==> src/rtl/z88_pkg.sv <==
// Shared definitions for the LCD fetch engine: FSM states, attribute bit
// positions, screen geometry and the font bank split codes.
package z88_pkg;

    typedef enum logic [2:0] {
        IDLE,
        ATTR0,
        ATTR1,
        FONT,
        EMIT
    } lcd_state_e;

    localparam int ATTR_HRS = 5;
    localparam int ATTR_REV = 4;
    localparam int ATTR_FLS = 3;
    localparam int ATTR_GRY = 2;
    localparam int ATTR_UND = 1;
    localparam int ATTR_CH8 = 0;

    localparam logic [9:0] SCREEN_W    = 10'd640;
    localparam logic [8:0] LORES_SPLIT = 9'h1C0;
    localparam logic [9:0] HIRES_SPLIT = 10'h300;

    // Z80 owns the video bus in this phase of the master clock.
    localparam logic [1:0] CLK_Z80 = 2'd2;

endpackage

==> src/rtl/lcd_fetch_if.sv <==
// Video memory read port plus the pixel-cell output stream of the fetcher.
interface lcd_fetch_if;
    logic [21:0] va;
    logic [7:0]  vid_cdo;
    logic        out_valid;
    logic [9:0]  out_x;
    logic [5:0]  out_y;
    logic        out_wide;
    logic [7:0]  out_pix;
    logic        out_ready;
    logic        frame_done;

    modport master (
        output va, out_valid, out_x, out_y, out_wide, out_pix, frame_done,
        input  vid_cdo, out_ready
    );

    modport slave (
        input  va, out_valid, out_x, out_y, out_wide, out_pix, frame_done,
        output vid_cdo, out_ready
    );
endinterface

==> src/rtl/lcd_font_addr.sv <==
// Combinational font address mux: selects the font bank and index from the
// character code, the hires flag and the pixel line within the cell.
module lcd_font_addr
    import z88_pkg::*;
(
    input  logic        hires,
    input  logic [8:0]  code,
    input  logic [2:0]  line,
    input  logic [12:0] pb0,
    input  logic [9:0]  pb1,
    input  logic [8:0]  pb2,
    input  logic [10:0] pb3,
    output logic [21:0] addr
);

    logic [9:0] code_w;
    assign code_w = {1'b0, code};

    always_comb begin
        if (!hires) begin
            addr = (code < LORES_SPLIT) ? {pb1, code, line} : {pb0, code[5:0], line};
        end else begin
            addr = (code_w < HIRES_SPLIT) ? {pb2, code_w, line} : {pb3, code_w[7:0], line};
        end
    end

endmodule

==> src/rtl/lcd_fetch.sv <==
// LCD cell fetcher: reads char/attr/font bytes around Z80 cycles and streams
// one pixel cell per handshake. Define LCD_GREY_EN to enable the grey effect.
module lcd_fetch
    import z88_pkg::*;
(
    input  logic        mck,
    input  logic        res,
    input  logic [1:0]  clkcnt,
    input  logic        lcdon,
    input  logic [12:0] pb0w,
    input  logic [9:0]  pb1w,
    input  logic [8:0]  pb2w,
    input  logic [10:0] pb3w,
    input  logic [10:0] sbrw,
    input  logic        t_1s,
    input  logic        t_5ms,
    lcd_fetch_if.master bus
);

    lcd_state_e  state_q, state_d;
    logic [21:0] va_q, va_d;
    logic [9:0]  x_q, x_d;
    logic [5:0]  y_q, y_d;
    logic [6:0]  col_q, col_d;
    logic [7:0]  char_q, char_d;
    logic [5:0]  attr_q, attr_d;
    logic [12:0] pb0_q, pb0_d;
    logic [9:0]  pb1_q, pb1_d;
    logic [8:0]  pb2_q, pb2_d;
    logic [10:0] pb3_q, pb3_d;
    logic [10:0] sbr_q, sbr_d;
    logic        out_valid_q, out_valid_d;
    logic [9:0]  out_x_q, out_x_d;
    logic [5:0]  out_y_q, out_y_d;
    logic        out_wide_q, out_wide_d;
    logic [7:0]  out_pix_q, out_pix_d;
    logic        frame_done_q, frame_done_d;

    logic        hires_c, stall_c, line_end_c, frame_end_c;
    logic [9:0]  nx_c, x_nxt_c;
    logic [6:0]  col_nxt_c;
    logic [5:0]  y_nxt_c;
    logic [7:0]  used_c, pix_c;
    logic [21:0] font_addr_c;

    assign hires_c = attr_q[ATTR_HRS];
    assign stall_c = (clkcnt == CLK_Z80);

    lcd_font_addr u_font_addr (
        .hires (bus.vid_cdo[ATTR_HRS]),
        .code  ({bus.vid_cdo[ATTR_CH8], char_q}),
        .line  (y_q[2:0]),
        .pb0   (pb0_q),
        .pb1   (pb1_q),
        .pb2   (pb2_q),
        .pb3   (pb3_q),
        .addr  (font_addr_c)
    );

    // Position of the cell after the current one, valid once attr_q is loaded.
    always_comb begin
        nx_c        = x_q + (hires_c ? 10'd8 : 10'd6);
        line_end_c  = (nx_c >= SCREEN_W) || (col_q == 7'd127);
        x_nxt_c     = line_end_c ? 10'd0 : nx_c;
        col_nxt_c   = line_end_c ? 7'd0 : col_q + 7'd1;
        y_nxt_c     = line_end_c ? y_q + 6'd1 : y_q;
        frame_end_c = line_end_c && (y_q == 6'd63);
    end

    always_comb begin
        used_c = hires_c ? 8'hFF : 8'hFC;
        pix_c  = hires_c ? bus.vid_cdo : {bus.vid_cdo[5:0], 2'b00};
        if (attr_q[ATTR_UND] && !hires_c && (y_q[2:0] == 3'd7)) pix_c = pix_c | used_c;
        if (attr_q[ATTR_REV]) pix_c = pix_c ^ used_c;
        if (attr_q[ATTR_FLS] && !t_1s) pix_c = 8'h00;
`ifdef LCD_GREY_EN
        if (attr_q[ATTR_GRY] && t_5ms) pix_c = 8'h00;
`endif
    end

`ifndef LCD_GREY_EN
    logic unused_grey;
    assign unused_grey = t_5ms ^ attr_q[ATTR_GRY];
`endif

    always_comb begin
        state_d      = state_q;
        va_d         = va_q;
        x_d          = x_q;
        y_d          = y_q;
        col_d        = col_q;
        char_d       = char_q;
        attr_d       = attr_q;
        pb0_d        = pb0_q;
        pb1_d        = pb1_q;
        pb2_d        = pb2_q;
        pb3_d        = pb3_q;
        sbr_d        = sbr_q;
        out_valid_d  = out_valid_q;
        out_x_d      = out_x_q;
        out_y_d      = out_y_q;
        out_wide_d   = out_wide_q;
        out_pix_d    = out_pix_q;
        frame_done_d = 1'b0;

        case (state_q)
            IDLE: begin
                if (lcdon) begin
                    x_d     = 10'd0;
                    y_d     = 6'd0;
                    col_d   = 7'd0;
                    pb0_d   = pb0w;
                    pb1_d   = pb1w;
                    pb2_d   = pb2w;
                    pb3_d   = pb3w;
                    sbr_d   = sbrw;
                    va_d    = {sbrw, 3'd0, 7'd0, 1'b0};
                    state_d = ATTR0;
                end
            end
            ATTR0: begin
                if (!stall_c) begin
                    char_d  = bus.vid_cdo;
                    va_d    = {sbr_q, y_q[5:3], col_q, 1'b1};
                    state_d = ATTR1;
                end
            end
            ATTR1: begin
                if (!stall_c) begin
                    attr_d  = bus.vid_cdo[5:0];
                    va_d    = font_addr_c;
                    state_d = FONT;
                end
            end
            FONT: begin
                if (!stall_c) begin
                    out_pix_d   = pix_c;
                    out_x_d     = x_q;
                    out_y_d     = y_q;
                    out_wide_d  = hires_c;
                    out_valid_d = 1'b1;
                    // Point at the next cell's char byte so va moves only on a capture.
                    va_d        = {sbr_q, y_nxt_c[5:3], col_nxt_c, 1'b0};
                    state_d     = EMIT;
                end
            end
            EMIT: begin
                if (bus.out_ready) begin
                    out_valid_d = 1'b0;
                    x_d         = x_nxt_c;
                    col_d       = col_nxt_c;
                    y_d         = y_nxt_c;
                    if (frame_end_c) begin
                        frame_done_d = 1'b1;
                        state_d      = IDLE;
                    end else begin
                        state_d = ATTR0;
                    end
                end
            end
            default: state_d = IDLE;
        endcase

        if (!lcdon) begin
            state_d      = IDLE;
            out_valid_d  = 1'b0;
            frame_done_d = 1'b0;
        end
    end

    always_ff @(posedge mck) begin
        if (res) begin
            state_q      <= IDLE;
            va_q         <= '0;
            x_q          <= '0;
            y_q          <= '0;
            col_q        <= '0;
            char_q       <= '0;
            attr_q       <= '0;
            pb0_q        <= '0;
            pb1_q        <= '0;
            pb2_q        <= '0;
            pb3_q        <= '0;
            sbr_q        <= '0;
            out_valid_q  <= 1'b0;
            out_x_q      <= '0;
            out_y_q      <= '0;
            out_wide_q   <= 1'b0;
            out_pix_q    <= '0;
            frame_done_q <= 1'b0;
        end else begin
            state_q      <= state_d;
            va_q         <= va_d;
            x_q          <= x_d;
            y_q          <= y_d;
            col_q        <= col_d;
            char_q       <= char_d;
            attr_q       <= attr_d;
            pb0_q        <= pb0_d;
            pb1_q        <= pb1_d;
            pb2_q        <= pb2_d;
            pb3_q        <= pb3_d;
            sbr_q        <= sbr_d;
            out_valid_q  <= out_valid_d;
            out_x_q      <= out_x_d;
            out_y_q      <= out_y_d;
            out_wide_q   <= out_wide_d;
            out_pix_q    <= out_pix_d;
            frame_done_q <= frame_done_d;
        end
    end

    assign bus.va         = va_q;
    assign bus.out_valid  = out_valid_q;
    assign bus.out_x      = out_x_q;
    assign bus.out_y      = out_y_q;
    assign bus.out_wide   = out_wide_q;
    assign bus.out_pix    = out_pix_q;
    assign bus.frame_done = frame_done_q;

endmodule

==> src/flat_wrapper.sv <==
// flat-port wrapper written by rule: the top's interface ports become plain ports
module lcd_fetch_flat import z88_pkg::*;
  (mck, res, clkcnt, lcdon, pb0w, pb1w, pb2w, pb3w, sbrw, t_1s, t_5ms, bus_va, bus_out_valid, bus_out_x, bus_out_y, bus_out_wide, bus_out_pix, bus_frame_done, bus_vid_cdo, bus_out_ready);
  lcd_fetch_if bus_i ();
  input  logic mck;
  input  logic res;
  input  logic [1:0] clkcnt;
  input  logic lcdon;
  input  logic [12:0] pb0w;
  input  logic [9:0] pb1w;
  input  logic [8:0] pb2w;
  input  logic [10:0] pb3w;
  input  logic [10:0] sbrw;
  input  logic t_1s;
  input  logic t_5ms;
  output wire logic [$bits(bus_i.va)-1:0] bus_va;
  output wire logic [$bits(bus_i.out_valid)-1:0] bus_out_valid;
  output wire logic [$bits(bus_i.out_x)-1:0] bus_out_x;
  output wire logic [$bits(bus_i.out_y)-1:0] bus_out_y;
  output wire logic [$bits(bus_i.out_wide)-1:0] bus_out_wide;
  output wire logic [$bits(bus_i.out_pix)-1:0] bus_out_pix;
  output wire logic [$bits(bus_i.frame_done)-1:0] bus_frame_done;
  input wire logic [$bits(bus_i.vid_cdo)-1:0] bus_vid_cdo;
  input wire logic [$bits(bus_i.out_ready)-1:0] bus_out_ready;
  assign bus_va = bus_i.va;
  assign bus_out_valid = bus_i.out_valid;
  assign bus_out_x = bus_i.out_x;
  assign bus_out_y = bus_i.out_y;
  assign bus_out_wide = bus_i.out_wide;
  assign bus_out_pix = bus_i.out_pix;
  assign bus_frame_done = bus_i.frame_done;
  assign bus_i.vid_cdo = bus_vid_cdo;
  assign bus_i.out_ready = bus_out_ready;
  lcd_fetch u_core (.mck(mck), .res(res), .clkcnt(clkcnt), .lcdon(lcdon), .pb0w(pb0w), .pb1w(pb1w), .pb2w(pb2w), .pb3w(pb3w), .sbrw(sbrw), .t_1s(t_1s), .t_5ms(t_5ms), .bus(bus_i));
endmodule
==> config.mk <==
export PLATFORM = sky130hd
export DESIGN_NAME = lcd_fetch_flat
export DESIGN_NICKNAME = d
export VERILOG_FILES = /design/src/rtl/z88_pkg.sv /design/src/rtl/lcd_fetch_if.sv /design/src/rtl/lcd_font_addr.sv /design/src/rtl/lcd_fetch.sv /design/src/flat_wrapper.sv
export SDC_FILE = /design/constraint.sdc
export NUM_CORES = 1
export LEC_CHECK = 0
export CORE_MARGIN = 2
export CORE_UTILIZATION = 52
export DETAILED_ROUTE_END_ITERATION = 16
export PLACE_DENSITY_LB_ADDON = 0.15
export SLEW_MARGIN = 25
export SYNTH_ARGS = -nofsm -noshare
export SYNTH_HDL_FRONTEND = slang
export SYNTH_SLANG_ARGS = --single-unit
==> constraint.sdc <==
create_clock -name mck -period 3.3 [get_ports mck]
set_input_delay 0.33 -clock mck [delete_from_list [all_inputs] [get_ports mck]]
set_output_delay 0.33 -clock mck [all_outputs]
set_load 0.01 [all_outputs]
==> results of run 1 <==
## metal layers
layer  part of all wire (%)  routed length [microns]  GRT usage, %
met1                     45                     7081         33.01
met2                     47                     7405         40.29
met3                    6.6                     1038         7.025
met4                    1.3                      212         9.250
met5                      0                        0             0
## power by group through the flow
stage	Combinational, uW	Clock (uW)	Sequential (uW)
finish	449	1670	1660
floorplan	258	0	1680
global placement	434	0	1680
CTS	448	1700	1660
detailed placement	444	0	1690
global route	492	1760	1660
## state kept, by name, indices dropped and copies added (netlist names)
name	flops
u_core.sbr_q	11
u_core.pb0_q	13
u_core.bus.out_pix	8
u_core.attr_q	4
u_core.y_q	6
u_core.pb2_q	9
u_core.col_q	7
u_core.bus.va	22
u_core.bus.out_valid	1
u_core.x_q	9
u_core.pb1_q	10
u_core.bus.out_x	9
u_core.bus.out_wide	1
u_core.bus.frame_done	1
u_core.char_q	8
u_core.bus.out_y	6
u_core.state_q	3
## how the worst min path moves through the flow
stage | end | startpoint
floorplan | u_core.attr_q[1]$_SDFFE_PP0P_ | u_core.attr_q[1]$_SDFFE_PP0P_
global placement | u_core.attr_q[1]$_SDFFE_PP0P_ | u_core.attr_q[1]$_SDFFE_PP0P_
finish | u_core.bus.out_y[1]$_SDFFE_PP0P_ | u_core.bus.out_y[1]$_SDFFE_PP0P_
CTS | u_core.pb2_q[5]$_SDFFE_PP0P_ | pb2w[5]
detailed placement | u_core.pb2_q[5]$_SDFFE_PP0P_ | u_core.pb2_q[5]$_SDFFE_PP0P_
global route | u_core.pb2_q[3]$_SDFFE_PP0P_ | pb2w[3]
## cell type report
class	count	area [sq um]	share of cell area (%)
clock inverter	8	65.06	0.8622
clock buffer	23	457.9	6.069
inverter	5	18.77	0.2487
timing repair buffer	121	1169	15.49
sequential	128	2562	33.96
multi-input combinational	542	3098	41.05
tap	140	175.2	2.321
## synthesized netlist by cell type, types with 3 or more instances
library cell | instances | area share (%)
o211ai_1 | 5 | 0.64
ha_1 | 6 | 1.3
dfxtp_1 | 128 | 43
mux2i_1 | 11 | 1.9
and2_1 | 3 | 0.32
nor2b_1 | 7 | 0.74
buf_6 | 3 | 0.57
nand2_1 | 177 | 11
nand3_1 | 28 | 2.4
nand3b_1 | 4 | 0.51
o21ai_0 | 18 | 1.5
a22oi_1 | 7 | 0.89
and3_1 | 6 | 0.64
a21oi_1 | 105 | 8.9
o311ai_0 | 3 | 0.45
a221oi_1 | 10 | 1.5
a22o_1 | 5 | 0.74
xor2_1 | 13 | 1.9
a211oi_1 | 4 | 0.51
nor3_1 | 5 | 0.42
a222oi_1 | 5 | 0.85
nor4_1 | 3 | 0.32
buf_1 | 3 | 0.19
mux2_2 | 9 | 1.7
inv_1 | 5 | 0.32
o31ai_1 | 8 | 1.0
nand2b_1 | 7 | 0.74
clkbuf_1 | 43 | 2.7
nor2_1 | 42 | 2.7
a31oi_1 | 8 | 0.85
nand4_1 | 4 | 0.42
## through the flow
step / util [%] / cells / worst slack, ps / instance area [sq um]
2_1_floorplan: - / 728 / 610.1 / 5896
3_3_place_gp: 64.22 / 936 / 501.1 / 7023
3_5_place_dp: 64.22 / 936 / 402.3 / 7023
4_1_cts: 69.00 / 967 / 363.8 / 7546
5_1_grt: 69.00 / 967 / 148.5 / 7546
6_report: 69.00 / 967 / 334.2 / 7546
## tightest hold or removal path: stages (launching register included)
cell	delay (ps)
dfxtp_1	300
nand2_1	50
a21oi_1	50
## cells by family (layout without fill, tap and decap cells)
group                      Yosys count  count (layout)
and+or+nand+nor                    303             303
AOI/OAI and AO/OA                  196             196
DFF                                128             128
buffers and inverters               58             157
muxes                               20              20
xor gates and xnor gates            15              15
adders and majority gates            7               7
other                                1               1
==> run summary, run 1 <==
CP startpoint - u_core.attr_q[5]$_SDFFE_PP0P_
core area - 10940 sq um
Worst R2R Start - u_core.attr_q[5]$_SDFFE_PP0P_
Sw Ratio - 24.55%
Root Driver - clkbuf_16
setup bufs post-CTS - 0
power consumption - 3780 uW
cts repair resizes - 0
xor/xnor share of the synthesized area - 2.228%
slowest stage delay, CP - 490 ps
fin. max-slew vios - 0
Initial Util - 53.91%
vias in the first global route - 5341
# diodes - 0
Chip Width - 110.5 microns
Final Hold Violating Endpoints - 0
Setup Viol. Count Final - 0
delay-heaviest family, CP - compound AO/OA/AOI/OAI gates
reg2reg end - u_core.bus.va[6]$_SDFFE_PP0P_
main combinational cell family by area after synthesis - simple AND/OR/NAND/NOR gates
largest net degree at the start of global routing - 81
die area - 12210 sq um
CTS Buffer Depth - 2
pwr dens - 500.9 nW/um^2
Cells after Synth - 728
Reg2Reg Depth - 9
CTS tree - built
# H-tree levels - 4
length of the first detailed-routing pass in iterations - 7
Site Rows - 38
Bufs and invs on worst path - 1
post-synthesis mux area share - 3.587%
critical path arrival - 3290 ps
Worst EP required - 3620 ps
first-pass GRT wire length - 25500 microns
ys flop type - dfxtp_1
simple-gate portion of the synthesized area - 23.85%
Pint - 2852 uW
critical path, cell by cell - inv_1, ha_1, fa_1, a21o_1, a21o_1, o211a_1, nor4_4, a222oi_1, o31ai_1
max cap viols - 0
most common cell after layout, fill and taps aside - nand2_1
Switch Pwr - 928.1 uW
Area Overhead vs Synth - 27.99%
Distinct cells, synth - 66
crit path to - u_core.bus.va[6]$_SDFFE_PP0P_
mapped cell area - 5896 sq um
Mapped Avg Cell Area - 8.098 sq um
Fmax - 337.2 MHz
RSZ-0062 raised after global routing - no
WP depth - 9
Avg WL per Cell - 16.28 microns
via/cell ratio - 5.853
Global Route Usage Sum - 25.34%
Reg clk slew, reported paths - 50 ps
flops & latches, synth - 128
grt total ovfl - 0
Hold Crit Class - reg2reg
Slew headroom - 32.75%
share of cells above drive strength 1 - 8.343%
clock sinks - 128
final hold slack - 451.2 ps
Critical-path top delay cell - nor4_4
TNS Setup - 0 ps
clk_lat worst skew - 420 ps
DP HPWL - 10710 microns
Reg2Reg Setup Slack - 330 ps
worst slew pin tran - 1005 ps
total wire length - 15740 microns
Tcrit/Tclk final - 89.87%
number of CTS-inserted buffers - 17
Cells on Worst Hold Path - 2
yosys warns - 0
critical path's most frequent cell - a21o_1
Comb pwr share - 11.9%
Final GP Congestion - 0.8854
Die Ht - 110.5 microns
post-route DRC violation count - 0
maximum vdd drop - 0.5588 mV
number of synthesized flops with an enable pin - 0
Synth Area in Compound Gates - 20.99%
IO buf count - 105
post-synthesis sequential area ratio - 43.46%
number of fill cells - 929
Antenna Violating Nets Remaining - 0
drt first-iter violations - 490
endpoint class of the critical path - flip-flop
crit start category - flip-flop
most frequent cells in the layout - nand2_1 (177), dfxtp_1 (128), a21oi_1 (105)
critical path class - reg2reg
asr flop ratio synth - 0%
clock group share of total power - 44.3%
I/O pin total - 119
crit path time final - 2966 ps
Flop pwr share - 43.8%
cts hold-fix bufs - 0
status - finished, final reports clean
Synthesized Nets - 805
Setup Skew - 11.41 ps
Crit Path Max Fanout - 10
via count - 5660
Synth Area in Adders - 1.613%
layout net count - 892
Leakage - 0.002795 uW
initial antenna violation count - 0
No activity file was read; power rests on OpenSTA's default activity.
==> inputs of run 2 (changes only) <==
Settings changed: CORE_UTILIZATION 52 to 53, CTS_BUF_LIST set to sky130_fd_sc_hd__clkbuf_4 sky130_fd_sc_hd__clkbuf_8, SKIP_CTS_REPAIR_TIMING set to 1.
==> run 2 against run 1 <==
  * First-iteration DRC count increased by 22%
  * Count of clock-buffer cells in the layout decreased by 2
  * Die area decreased by 1.8%
  * Core utilization decreased by 0.099 points
  * Worst setup slack got worse by 23 ps
  * Sequential share of layout area increased by 0.35 points
  * Register-to-register slack got worse by 20 ps
  * Combinational power about the same
  * Largest power group is now registers
==> run summary, run 2 (synthesized netlist as in run 1, its figures left out) <==
status - finished, final reports clean
Initial Util - 54.39%
Setup Viol. Count Final - 0
fin. max-slew vios - 0
Reg clk slew, reported paths - 80 ps
critical path class - reg2reg
CTS Buffer Depth - 2
DP HPWL - 11080 microns
endpoint class of the critical path - flip-flop
Antenna Violating Nets Remaining - 0
crit path time final - 2989 ps
critical path arrival - 3340 ps
first-pass GRT wire length - 25710 microns
crit start category - flip-flop
I/O pin total - 119
clk_lat worst skew - 440 ps
IO buf count - 105
Chip Width - 109.5 microns
Fmax - 334.5 MHz
die area - 11980 sq um
length of the first detailed-routing pass in iterations - 6
via/cell ratio - 5.812
layout net count - 890
# H-tree levels - 4
Leakage - 0.002755 uW
initial antenna violation count - 0
total wire length - 16190 microns
vias in the first global route - 5393
Avg WL per Cell - 16.76 microns
clock sinks - 128
number of CTS-inserted buffers - 17
grt total ovfl - 0
max cap viols - 0
post-route DRC violation count - 0
Area Overhead vs Synth - 26.70%
design area - 7470 sq um
TNS Setup - 0 ps
maximum vdd drop - 0.3565 mV
Global Route Usage Sum - 27.53%
CTS tree - built
core area - 10840 sq um
most common cell after layout, fill and taps aside - nand2_1
pwr dens - 489.6 nW/um^2
share of cells above drive strength 1 - 8.838%
via count - 5614
DP Area - 7008 sq um
Slew headroom - 31.90%
most frequent cells in the layout - nand2_1 (177), dfxtp_1 (128), a21oi_1 (105)
Final Hold Violating Endpoints - 0
Worst EP required - 3650 ps
largest net degree at the start of global routing - 65
drt first-iter violations - 598
Crit Path Max Fanout - 16
# diodes - 0
Tcrit/Tclk final - 90.58%
Site Rows - 38
worst slew pin tran - 1018 ps
Final GP Congestion - 0.9044
Hold Crit Class - in2reg
RSZ-0062 raised after global routing - no
Setup Skew - 9.746 ps
Root Driver - clkbuf_8
Die Ht - 109.5 microns
max FFs per register - 22
run 2: final timing paths:
kind,to,slack (ps),cells past startpoint,from
setup / recovery,u_core.x_q[4]$_SDFFE_PP0P_,310,10,u_core.attr_q[5]$_SDFFE_PP0P_
hold / removal,u_core.col_q[0]$_SDFFE_PP0P_,410,2,res
setup reg to reg,u_core.x_q[4]$_SDFFE_PP0P_,310,10,u_core.attr_q[5]$_SDFFE_PP0P_
hold reg to reg,u_core.bus.out_pix[4]$_SDFFE_PP0P_,460,2,u_core.bus.out_pix[4]$_SDFFE_PP0P_
run 2: report_power, final:
group | total [uW] | internal [uW] | switching, uW
logic | 451 | 198 | 253
clock network | 1550 | 951 | 601
registers | 1650 | 1610 | 42.8
run 2: metrics by stage:
stage	utilization, %	setup slack [ps]	cells	total power [uW]	hold slack (ps)
after global placement	64.65	510.2	934	2120	437.2
after global routing	68.91	149.6	966	3786	418.1
after CTS	68.91	363.4	966	3672	396.8
after detailed placement	64.65	430.0	934	2134	445.2
final	68.91	310.8	966	3657	409.6
after floorplan	-	610.1	728	1939	431.7
run 2: metal layers:
| metal | up-vias | global-route usage, % | wire, microns |
|---|---|---|---|
| li1 | 2725 | - | - |
| met1 | 2623 | 35.04 | 6872 |
| met2 | 241 | 45.15 | 7820 |
| met3 | 25 | 5.987 | 1161 |
| met4 | 0 | 11.57 | 333 |
| met5 | - | 0 | 0 |
run 2: layout make-up:
cell class	count	area, sq um
Fill cell	920	3371
Inverter	5	18.77
Multi-Input combinational cell	542	3098
Clock buffer	21	276.5
Timing Repair Buffer	119	1154
Sequential cell	128	2562
Clock inverter	11	185.2
Tap cell	140	175.2
run 2: worst max-delay path, stage by stage (launching register included):
cell and delay [ps]:
dfxtp_1 330, inv_1 120, ha_1 280, fa_1 420, a21o_1 270, a21o_1 190, o211a_1 290, nor3_2 370
buf_4 280, o211ai_1 110, a31oi_1 250
